## config.mk

```make
export PLATFORM = sky130hd
export DESIGN_NAME = flappy_pipe_field
export DESIGN_NICKNAME = d
export VERILOG_FILES = /design/src/rtl/flappy_pipe_field.sv
export SDC_FILE = /design/constraint.sdc
export NUM_CORES = 1
export LEC_CHECK = 0
export BUFFER_PORTS_ARGS = -buffer_cell sky130_fd_sc_hd__buf_2
export CAP_MARGIN = 20
export CORE_UTILIZATION = 50
export DETAILED_ROUTE_END_ITERATION = 7
export PLACE_DENSITY = 0.78
export REMOVE_ABC_BUFFERS = 1
export SKIP_LAST_GASP = 1
export SYNTH_ARGS = -nofsm -noshare
export SYNTH_HDL_FRONTEND = slang
export SYNTH_SLANG_ARGS = --single-unit
```

## constraint.sdc

```tcl
create_clock -name Clk -period 5.5 [get_ports Clk]
set_clock_uncertainty 0.05 [all_clocks]
set_input_delay 0.825 -clock Clk [delete_from_list [all_inputs] [get_ports Clk]]
set_output_delay 0.825 -clock Clk [all_outputs]
set_load 0.03 [all_outputs]
```

## src/rtl/flappy_pipe_field.sv

```systemverilog
`timescale 1ns/1ps
// -----------------------------------------------------------------------------
// flappy_pipe_field
//
// Generates and scrolls NUM_PIPES obstacle pipes at a constant horizontal
// spacing. Each pipe gets a pseudo-random gap-centre height from an internal
// 16-bit Galois LFSR when it spawns at game start and whenever it wraps
// around the left edge. Counts pipes that scroll past the bird column and
// freezes everything while the game is lost.
//
// Ports:
//   Clk         system clock
//   Reset       asynchronous, active-high reset
//   Start       level; starts a game from IDLE, returns to IDLE from LOST
//   Lost        level; collision reported by the game controller
//   Speed[1:0]  pixels per movement tick minus one, sampled on each tick
//   PipePosX    flattened pipe X positions, pipe i at [i*X_W +: X_W]
//   PipePosY    flattened gap-centre Y positions, same packing
//   PipeValid   one bit per pipe, 1 = pipe is drawn
//   ScorePulse  one-cycle pulse when a pipe crosses BIRD_X
//   Score       saturating count of pipes passed
//   Running     high while in the RUN state
// -----------------------------------------------------------------------------
module flappy_pipe_field #(
    parameter int unsigned NUM_PIPES    = 3,
    parameter int unsigned X_W          = 10,
    parameter int unsigned SPAWN_X      = 640,
    parameter int unsigned PIPE_SPACING = 240,
    parameter int unsigned BIRD_X       = 160,
    parameter int unsigned GAP_MIN      = 25,
    parameter int unsigned GAP_BITS     = 8,
    parameter int unsigned TICK_DIV     = 1024,
    parameter int unsigned SCORE_W      = 8,
    parameter logic [15:0] LFSR_SEED    = 16'hACE1
) (
    input  logic                       Clk,
    input  logic                       Reset,
    input  logic                       Start,
    input  logic                       Lost,
    input  logic [1:0]                 Speed,
    output logic [NUM_PIPES*X_W-1:0]   PipePosX,
    output logic [NUM_PIPES*X_W-1:0]   PipePosY,
    output logic [NUM_PIPES-1:0]       PipeValid,
    output logic                       ScorePulse,
    output logic [SCORE_W-1:0]         Score,
    output logic                       Running
);

    localparam int unsigned PRE_W = (TICK_DIV > 1) ? $clog2(TICK_DIV) : 1;

    localparam logic [PRE_W-1:0] PRE_LAST  = PRE_W'(TICK_DIV - 1);
    localparam logic [15:0]      SEED_EFF  = (LFSR_SEED == 16'h0000) ? 16'h0001 : LFSR_SEED;
    localparam logic [15:0]      LFSR_MASK = 16'hB400;
    // Extra bit on X arithmetic so the respawn sum and compares never wrap.
    localparam logic [X_W:0]     WRAP_DIST = (X_W + 1)'(NUM_PIPES * PIPE_SPACING);
    localparam logic [X_W:0]     BIRD_X_E  = (X_W + 1)'(BIRD_X);
    localparam logic [X_W-1:0]   GAP_MIN_X = X_W'(GAP_MIN);

    typedef enum logic [1:0] {
        ST_IDLE = 2'd0,
        ST_RUN  = 2'd1,
        ST_LOST = 2'd2
    } state_t;

    // Low GAP_BITS of v rotated left by n (n in 0..15).
    function automatic logic [GAP_BITS-1:0] rotl_slice(input logic [15:0] v,
                                                       input int unsigned n);
        logic [GAP_BITS-1:0] r;
        r = '0;
        for (int unsigned k = 0; k < GAP_BITS; k++) begin
            r[k] = v[(k + 16 - n) % 16];
        end
        return r;
    endfunction

    state_t                  r_state;
    state_t                  w_state_next;
    logic [15:0]             r_lfsr;
    logic [15:0]             w_lfsr_next;
    logic [PRE_W-1:0]        r_prescale;
    logic [X_W-1:0]          r_pos_x [NUM_PIPES];
    logic [X_W-1:0]          r_pos_y [NUM_PIPES];
    logic [NUM_PIPES-1:0]    r_valid;
    logic [SCORE_W-1:0]      r_score;
    logic                    r_score_pulse;

    logic                    w_start_game;
    logic                    w_tick;
    logic                    w_to_idle;
    logic [X_W:0]            w_step;
    logic [X_W-1:0]          w_respawn_y;
    logic [X_W-1:0]          w_spawn_x   [NUM_PIPES];
    logic [X_W-1:0]          w_spawn_y   [NUM_PIPES];
    logic [X_W-1:0]          w_x_next    [NUM_PIPES];
    logic [NUM_PIPES-1:0]    w_respawn;
    logic [NUM_PIPES-1:0]    w_cross;

    // Galois LFSR, shifting right; free-running in every state.
    assign w_lfsr_next = {1'b0, r_lfsr[15:1]} ^ (r_lfsr[0] ? LFSR_MASK : 16'h0000);
    assign w_step      = (X_W + 1)'(Speed) + (X_W + 1)'(1);
    assign w_respawn_y = GAP_MIN_X + X_W'(r_lfsr[GAP_BITS-1:0]);

    // ---------------------------------------------------------------- FSM
    always_ff @(posedge Clk or posedge Reset) begin
        if (Reset) begin
            r_state <= ST_IDLE;
        end else begin
            // NOTE: clocked state uses non-blocking assignments so every
            // register samples the pre-edge values, independent of block order.
            r_state <= w_state_next;
        end
    end

    always_comb begin
        // NOTE: every output of this block gets a default first so no path
        // leaves it unassigned, which would otherwise infer a latch.
        w_state_next = r_state;
        w_start_game = 1'b0;
        w_tick       = 1'b0;
        w_to_idle    = 1'b0;
        case (r_state)
            ST_IDLE: begin
                if (Start && !Lost) begin
                    w_state_next = ST_RUN;
                    w_start_game = 1'b1;
                end
            end
            ST_RUN: begin
                if (Lost) begin
                    w_state_next = ST_LOST;
                end else begin
                    w_tick = (r_prescale == PRE_LAST);
                end
            end
            ST_LOST: begin
                if (Start && !Lost) begin
                    w_state_next = ST_IDLE;
                    w_to_idle    = 1'b1;
                end
            end
            default: w_state_next = ST_IDLE;
        endcase
    end

    // ------------------------------------------------------- per-pipe logic
    genvar g;
    generate
        for (g = 0; g < NUM_PIPES; g++) begin : g_pipe
            localparam logic [X_W-1:0] SPAWN_XI = X_W'(SPAWN_X + g * PIPE_SPACING);
            logic [X_W:0] w_x_ext;

            assign w_x_ext      = {1'b0, r_pos_x[g]};
            assign w_spawn_x[g] = SPAWN_XI;
            assign w_spawn_y[g] = GAP_MIN_X + X_W'(rotl_slice(r_lfsr, (3 * g) % 16));
            // A pipe that would reach X <= 0 jumps right by the full field
            // length, keeping the spacing to its neighbours exact.
            assign w_respawn[g] = (w_x_ext <= w_step);
            assign w_x_next[g]  = w_respawn[g] ? X_W'(w_x_ext + WRAP_DIST - w_step)
                                               : X_W'(w_x_ext - w_step);
            assign w_cross[g]   = (w_x_ext >= BIRD_X_E) && ({1'b0, w_x_next[g]} < BIRD_X_E);

            assign PipePosX[g*X_W +: X_W] = r_pos_x[g];
            assign PipePosY[g*X_W +: X_W] = r_pos_y[g];
        end
    endgenerate

    // ------------------------------------------------------------ datapath
    always_ff @(posedge Clk or posedge Reset) begin
        if (Reset) begin
            r_lfsr        <= SEED_EFF;
            r_prescale    <= '0;
            r_valid       <= '0;
            r_score       <= '0;
            r_score_pulse <= 1'b0;
            // NOTE: the pipe arrays are reset element by element because the
            // renderer must see all-zero positions straight out of reset.
            for (int i = 0; i < NUM_PIPES; i++) begin
                r_pos_x[i] <= '0;
                r_pos_y[i] <= '0;
            end
        end else begin
            r_lfsr        <= w_lfsr_next;
            r_score_pulse <= 1'b0;
            case (r_state)
                ST_IDLE: begin
                    r_prescale <= '0;
                    if (w_start_game) begin
                        r_valid <= '1;
                        r_score <= '0;
                        for (int i = 0; i < NUM_PIPES; i++) begin
                            r_pos_x[i] <= w_spawn_x[i];
                            r_pos_y[i] <= w_spawn_y[i];
                        end
                    end
                end
                ST_RUN: begin
                    // Lost freezes the field on this edge, even on a tick.
                    if (!Lost) begin
                        r_prescale <= w_tick ? '0 : r_prescale + PRE_W'(1);
                        if (w_tick) begin
                            for (int i = 0; i < NUM_PIPES; i++) begin
                                r_pos_x[i] <= w_x_next[i];
                                if (w_respawn[i]) begin
                                    r_pos_y[i] <= w_respawn_y;
                                end
                            end
                            // Pipe spacing guarantees at most one crossing.
                            if (|w_cross) begin
                                r_score_pulse <= 1'b1;
                                if (r_score != '1) begin
                                    r_score <= r_score + SCORE_W'(1);
                                end
                            end
                        end
                    end
                end
                ST_LOST: begin
                    if (w_to_idle) begin
                        r_valid <= '0;
                    end
                end
                default: ;
            endcase
        end
    end

    assign PipeValid  = r_valid;
    assign Score      = r_score;
    assign ScorePulse = r_score_pulse;
    assign Running    = (r_state == ST_RUN);

endmodule

```

======== Word level (Yosys, flattened, before mapping) ========
Index checks and enable logic that the tools add are counted.
storage, ports and cells
  input port bits ......................... 6
  logic and storage cells ................. 110
  register bits ........................... 100
  latch bits .............................. 0
  ROM bits ................................ 0
  memories kept ........................... 0
  memory bits (writable) .................. 0
cells by class
  multiplexer cells ....................... 40
  $lt $le $gt $ge ......................... 9
  multipliers ............................. 0
  bitwise logic cells ..................... 1
  add/sub/neg operators ................... 15
  reduce and logical (&&, ||, !) cells .... 17
  div/mod/pow operators ................... 0
  shift-type cells ........................ 0
  equal/unequal tests ..................... 16
operator list
  cell                      count
  $mux W30                  6
  $pmux W30 S2              2
  $mux W10                  8
  $sub A10 B3 Y10           6
  $mux W8                   5
  $add A10 B10 Y10 const B  3
  $ge A10 B8 Y1 const B     3
  $le A10 B3 Y1             3
  $lt A10 B8 Y1 const B     3
  $add A5 B8 Y9 const A     3
  $pmux W10 S2              1
  $mux W16                  1
  $pmux W8 S2               1
  $xor A15 B16 Y16          1
  $reduce_and A5 Y1         3
  $ne A2 B1 Y1 const B      6
  $ne A2 B2 Y1 const B      6
  $add A10 B1 Y10 const B   1
  $eq A10 B10 Y1 const B    1
  $mux W1                   9
  $add A8 B1 Y8 const B     1
  $ne A8 B8 Y1 const B      1
  $mux W2                   3
  $mux W3                   2
  14 further kinds          19

======== Logic depth before layout (Yosys ltp) ========
  depth in word-level cells ............... 10
  mapped depth ............................ 17
  mapped depth without buffers ............ 15

======== Worst setup path before layout ========
No wires, ideal clock.
  kind .................................... input-to-reg
  start point ............................. input Speed[0]
  end point ............................... register r_score[7], in the netlist Score[7]
  data arrival time ....................... 3.906 ns
  cell stages on the path ................. 17
  library setup time ...................... 0.078 ns
  path slack .............................. 1.466 ns
  buffers on the path ..................... 2
  required time ........................... 5.372 ns
  cells stage by stage .................... ha_1 buf_4 xor2_1 inv_2 ha_1 inv_1 fa_1 o21bai_1 a21o_1 a21oi_1 xnor2_1 a221oi_1 o311a_1 o31ai_1 buf_2 or4_1 a21oi_1
on the way
  cells in the longest elaborated chain, start to end .. 8
  elaborated cells between the ends (all ways) .. 22
RTL lines
  item                                     line  text
  start, declared                          40    input logic [1:0] Speed,
  $add A2 B1 Y3 *                          100   assign w_step = (X_W + 1)'(Speed) + (X_W + 1)'(1);
  $sub A10 B3 Y10 (tied with other cells)  159   : X_W'(w_x_ext - w_step);
  $mux W10                                 158   assign w_x_next[g] = w_respawn[g] ? X_W'(w_x_ext + WRAP_DIST - w_step)
  $lt A10 B8 Y1                            160   assign w_cross[g] = (w_x_ext >= BIRD_X_E) && ({1'b0, w_x_next[g]} < BIRD_X_E);
  $logic_and A1 B1 Y1                      160
  $reduce_or A3 Y1 *                       208   if (|w_cross) begin
  $ne A2 B1 Y1 (no line) *                 --
  $reduce_and A6 Y1 (no line) *            --
  end signal, assigned                     211   r_score <= r_score + SCORE_W'(1);
  end, declared                            84    logic [SCORE_W-1:0] r_score;
Mark *: on every way between the ends. The rest lies on a longest branch, timed or not.
A chain may end at the register's enable or synchronous reset.

======== Worst setup path in the final report ========
Ends and elaborated chain as after synthesis.

==> flow_metrics.tcl <==
set metrics [dict create \
    status "finished clean" \
    yosys.area_share.simple 0.176 \
    root_buffer "clkbuf_16" \
    hpwlAfterDp_mm 11.4 \
    areaGrowthSynthToFinish_pct 12.5 \
    clock-sinks 95 \
    max_freq_ghz 0.228 \
    fin_ws_ns 1.12 \
    die_w_um 115 \
    synth-main-ff-cell "dfrtp_1" \
    critPathLaunchType "input pin" \
    fin_hold_ws_ns 0.305 \
    yosys-top-cells-area "dfrtp_1, ha_1, o21ai_0" \
    finalCoreUtilization 0.588 \
    ant_nets 0 \
    drt_iter0_drc 396 \
    rsz0062_at_grt "no" \
    synth-compound-area-share 0.207 \
    antenna_cells 0 \
    die-area_sq_um 13200 \
    path_clk_slew_ns 0.07 \
    r2r_end "PipePosY[2]" \
    grt_max_degree 71 \
    die_h_um 115 \
    min_path_type "register to register" \
    postSynth.asyncResetShare 1.00 \
    core_sq_um 12200 \
    drc_errors 0 \
    crit_required_ns 5.74 \
    worst_pin_slew_ns 1.13 \
    end_kind "register" \
    post-route-period-util 0.797 \
    rr_worst_depth 7 \
    seq_area_frac_synth 0.374 \
    ys_ff_latch 95 \
    ir_drop_uv 221 \
    synthXorXnorAreaFrac 0.0602 \
    io_pins 79 \
    drv_slew 0 \
    yosys_warnings 0 \
    netlist_area_sq_um 6380 \
    worstPathArrival_ns 4.62 \
    final_cell_area_sq_um 7180 \
    syn_avg_cell_area_sq_um 8.95 \
    clk_latency_ns 0.37 \
    synth_cell_type_count 73 \
    cts_buffer_depth 2 \
    h-tree-depth 3 \
    dr_total_vias 5545 \
    track_usage 0.248 \
    ctsResizeCount 0 \
    cts_setup_buffers 0 \
    critPathCapture "Score[7]" \
    period_minus_slack_ns 4.38 \
    relSlewSlack 0.243 \
    cts_buffers 9 \
    grt_pass1_vias 5343 \
    synth_top_family_by_area "compound AO/OA/AOI/OAI gates" \
    overflow 0 \
    start_util 0.523 \
    grt_antenna_before_repair 0 \
    portBuffers 75 \
    synthMuxAreaShare 0.00843 \
    power.density_nw_per_um2 249 \
    ctsHoldBuffers 0 \
    crit_path_max_fanout 15 \
    critical_path_class "input pin to register" \
    grt_pass1_wl_mm 25.7 \
    r2r-start "r_state[1]" \
    synth_top_cell_area_share 0.341 \
    yosysTopAreaCell "dfrtp_1" \
    finalHoldViolations 0 \
    wire_per_inst_um 16.7 \
    reg2reg_slack_ns 1.58 \
    preCtsSetupSlack_ns 0.747 \
    setup_tns_ns 0 \
    cap_viol_max_count 0 \
    drive_gt1_frac 0.156 \
    rows 40 \
    place_congestion 0.898 \
    syn_inst 713 \
    setup.worst_path.start "Speed[0]" \
    cts_tree "done" \
    viasPerCell 5.85 \
    dr.pass1.iters 6 \
    synth_fa_ha_area_frac 0.121 \
    postPlaceCellArea_sq_um 6880 \
    synth_edf_count 0 \
    drt_wl_total_mm 15.8 \
    setup_violations 0 \
    leakagePower_nw 3.41 \
    fin_nets 839 \
]
## layout make-up
class                      instances  area (sq um)
timing repair buffer              82           428
fill                            1116          5030
sequential                        95          2390
inverter                          50           190
clock inverter                     7          72.6
clock buffer                       9           225
multi-input combinational        537          3660
tap                              168           210
## power breakdown
part / switching, mW / leakage (nW) / internal, mW / total, mW
clock: 0.314 / 0.149 / 0.323 / 0.637
sequential: 0.0305 / 1.21 / 0.747 / 0.777
combinational: 0.268 / 2.05 / 0.106 / 0.373
## worst max-delay path, cell delays in order
cell and delay [ns]:
buf_2 0.11, ha_1 0.41, xnor2_2 0.23, ha_1 0.27, nand2b_1 0.16, o22a_1 0.25, a2111oi_4 0.81, mux2i_1 0.39
xnor2_1 0.16, o211a_1 0.21, o31ai_1 0.08, buf_4 0.17, or4_1 0.39, a21oi_1 0.15
## sequential cells by signal (all words and copies together) (netlist names)
register,flops
PipePosX,30
PipePosY,27
r_lfsr,16
r_prescale,10
Score,8
r_state,2
PipeValid,1
ScorePulse,1
## layout by cell type (no fill, tap or decap), types with 15 or more instances in the layout
| cell | n |
|---|---|
| buf_2 | 75 |
| nand2_1 | 64 |
| xnor2_1 | 24 |
| nor2_1 | 52 |
| nor3_1 | 15 |
| inv_1 | 47 |
| a21oi_1 | 50 |
| nand2b_1 | 18 |
| o31ai_1 | 15 |
| xor2_1 | 18 |
| dfrtp_1 | 87 |
| ha_1 | 52 |
| o21ai_0 | 56 |
| nand3_1 | 20 |
## per-stage QoR
stage          instances  power, mW
2_1_floorplan        682       1.05
3_3_place_gp         932       1.15
3_5_place_dp         932       1.16
4_1_cts              948       1.80
5_1_grt              948       1.86
6_report             948       1.79
## worst min path at each step
stage	slack (ns)	to	startpoint	depth (start not counted)
2_1_floorplan	0.28	r_lfsr[8]	r_lfsr[9]	0
3_3_place_gp	0.29	r_lfsr[8]	r_lfsr[9]	0
3_5_place_dp	0.29	r_lfsr[8]	r_lfsr[9]	0
4_1_cts	0.31	r_lfsr[8]	r_lfsr[9]	0
5_1_grt	0.31	r_lfsr[8]	r_lfsr[9]	0
6_report	0.31	r_lfsr[7]	r_lfsr[8]	0
## layer usage
layer  GRT usage  share of wire  vias to the layer above
li1            -              -                     2647
met1       0.324           0.45                     2697
met5           0              0                        -
met4       0.117          0.022                        0
met3      0.0443          0.052                       27
met2       0.402           0.48                      174
## cell families (layout without fill, tap and decap cells)
logic type,after synthesis,after routing
simple gates,227,227
compound gates,201,201
flops,95,95
buf+inv,83,148
fa+ha+maj,58,58
xor+xnor,43,43
mux,5,5
other cells,1,3
## Yosys cell counts, types with 3 or more instances
master	number
a211o_1	4
a211oi_1	3
a21o_1	9
a21oi_1	50
a22o_1	5
a31oi_1	5
and2_1	7
and3_1	8
buf_2	3
buf_4	6
clkbuf_1	22
dfrtp_1	87
dfstp_2	8
fa_1	6
ha_1	52
inv_1	48
mux2_2	3
nand2_1	64
nand2b_1	18
nand3_1	20
nand4_1	7
nor2_1	52
nor2b_1	9
nor3_1	15
nor4_1	4
o211ai_1	6
o21ai_0	56
o21bai_1	3
o22ai_1	9
o311ai_0	4
o31ai_1	15
or3_1	7
or4_1	5
xnor2_1	24
xor2_1	18
No activity file was read; power rests on OpenSTA's default activity.
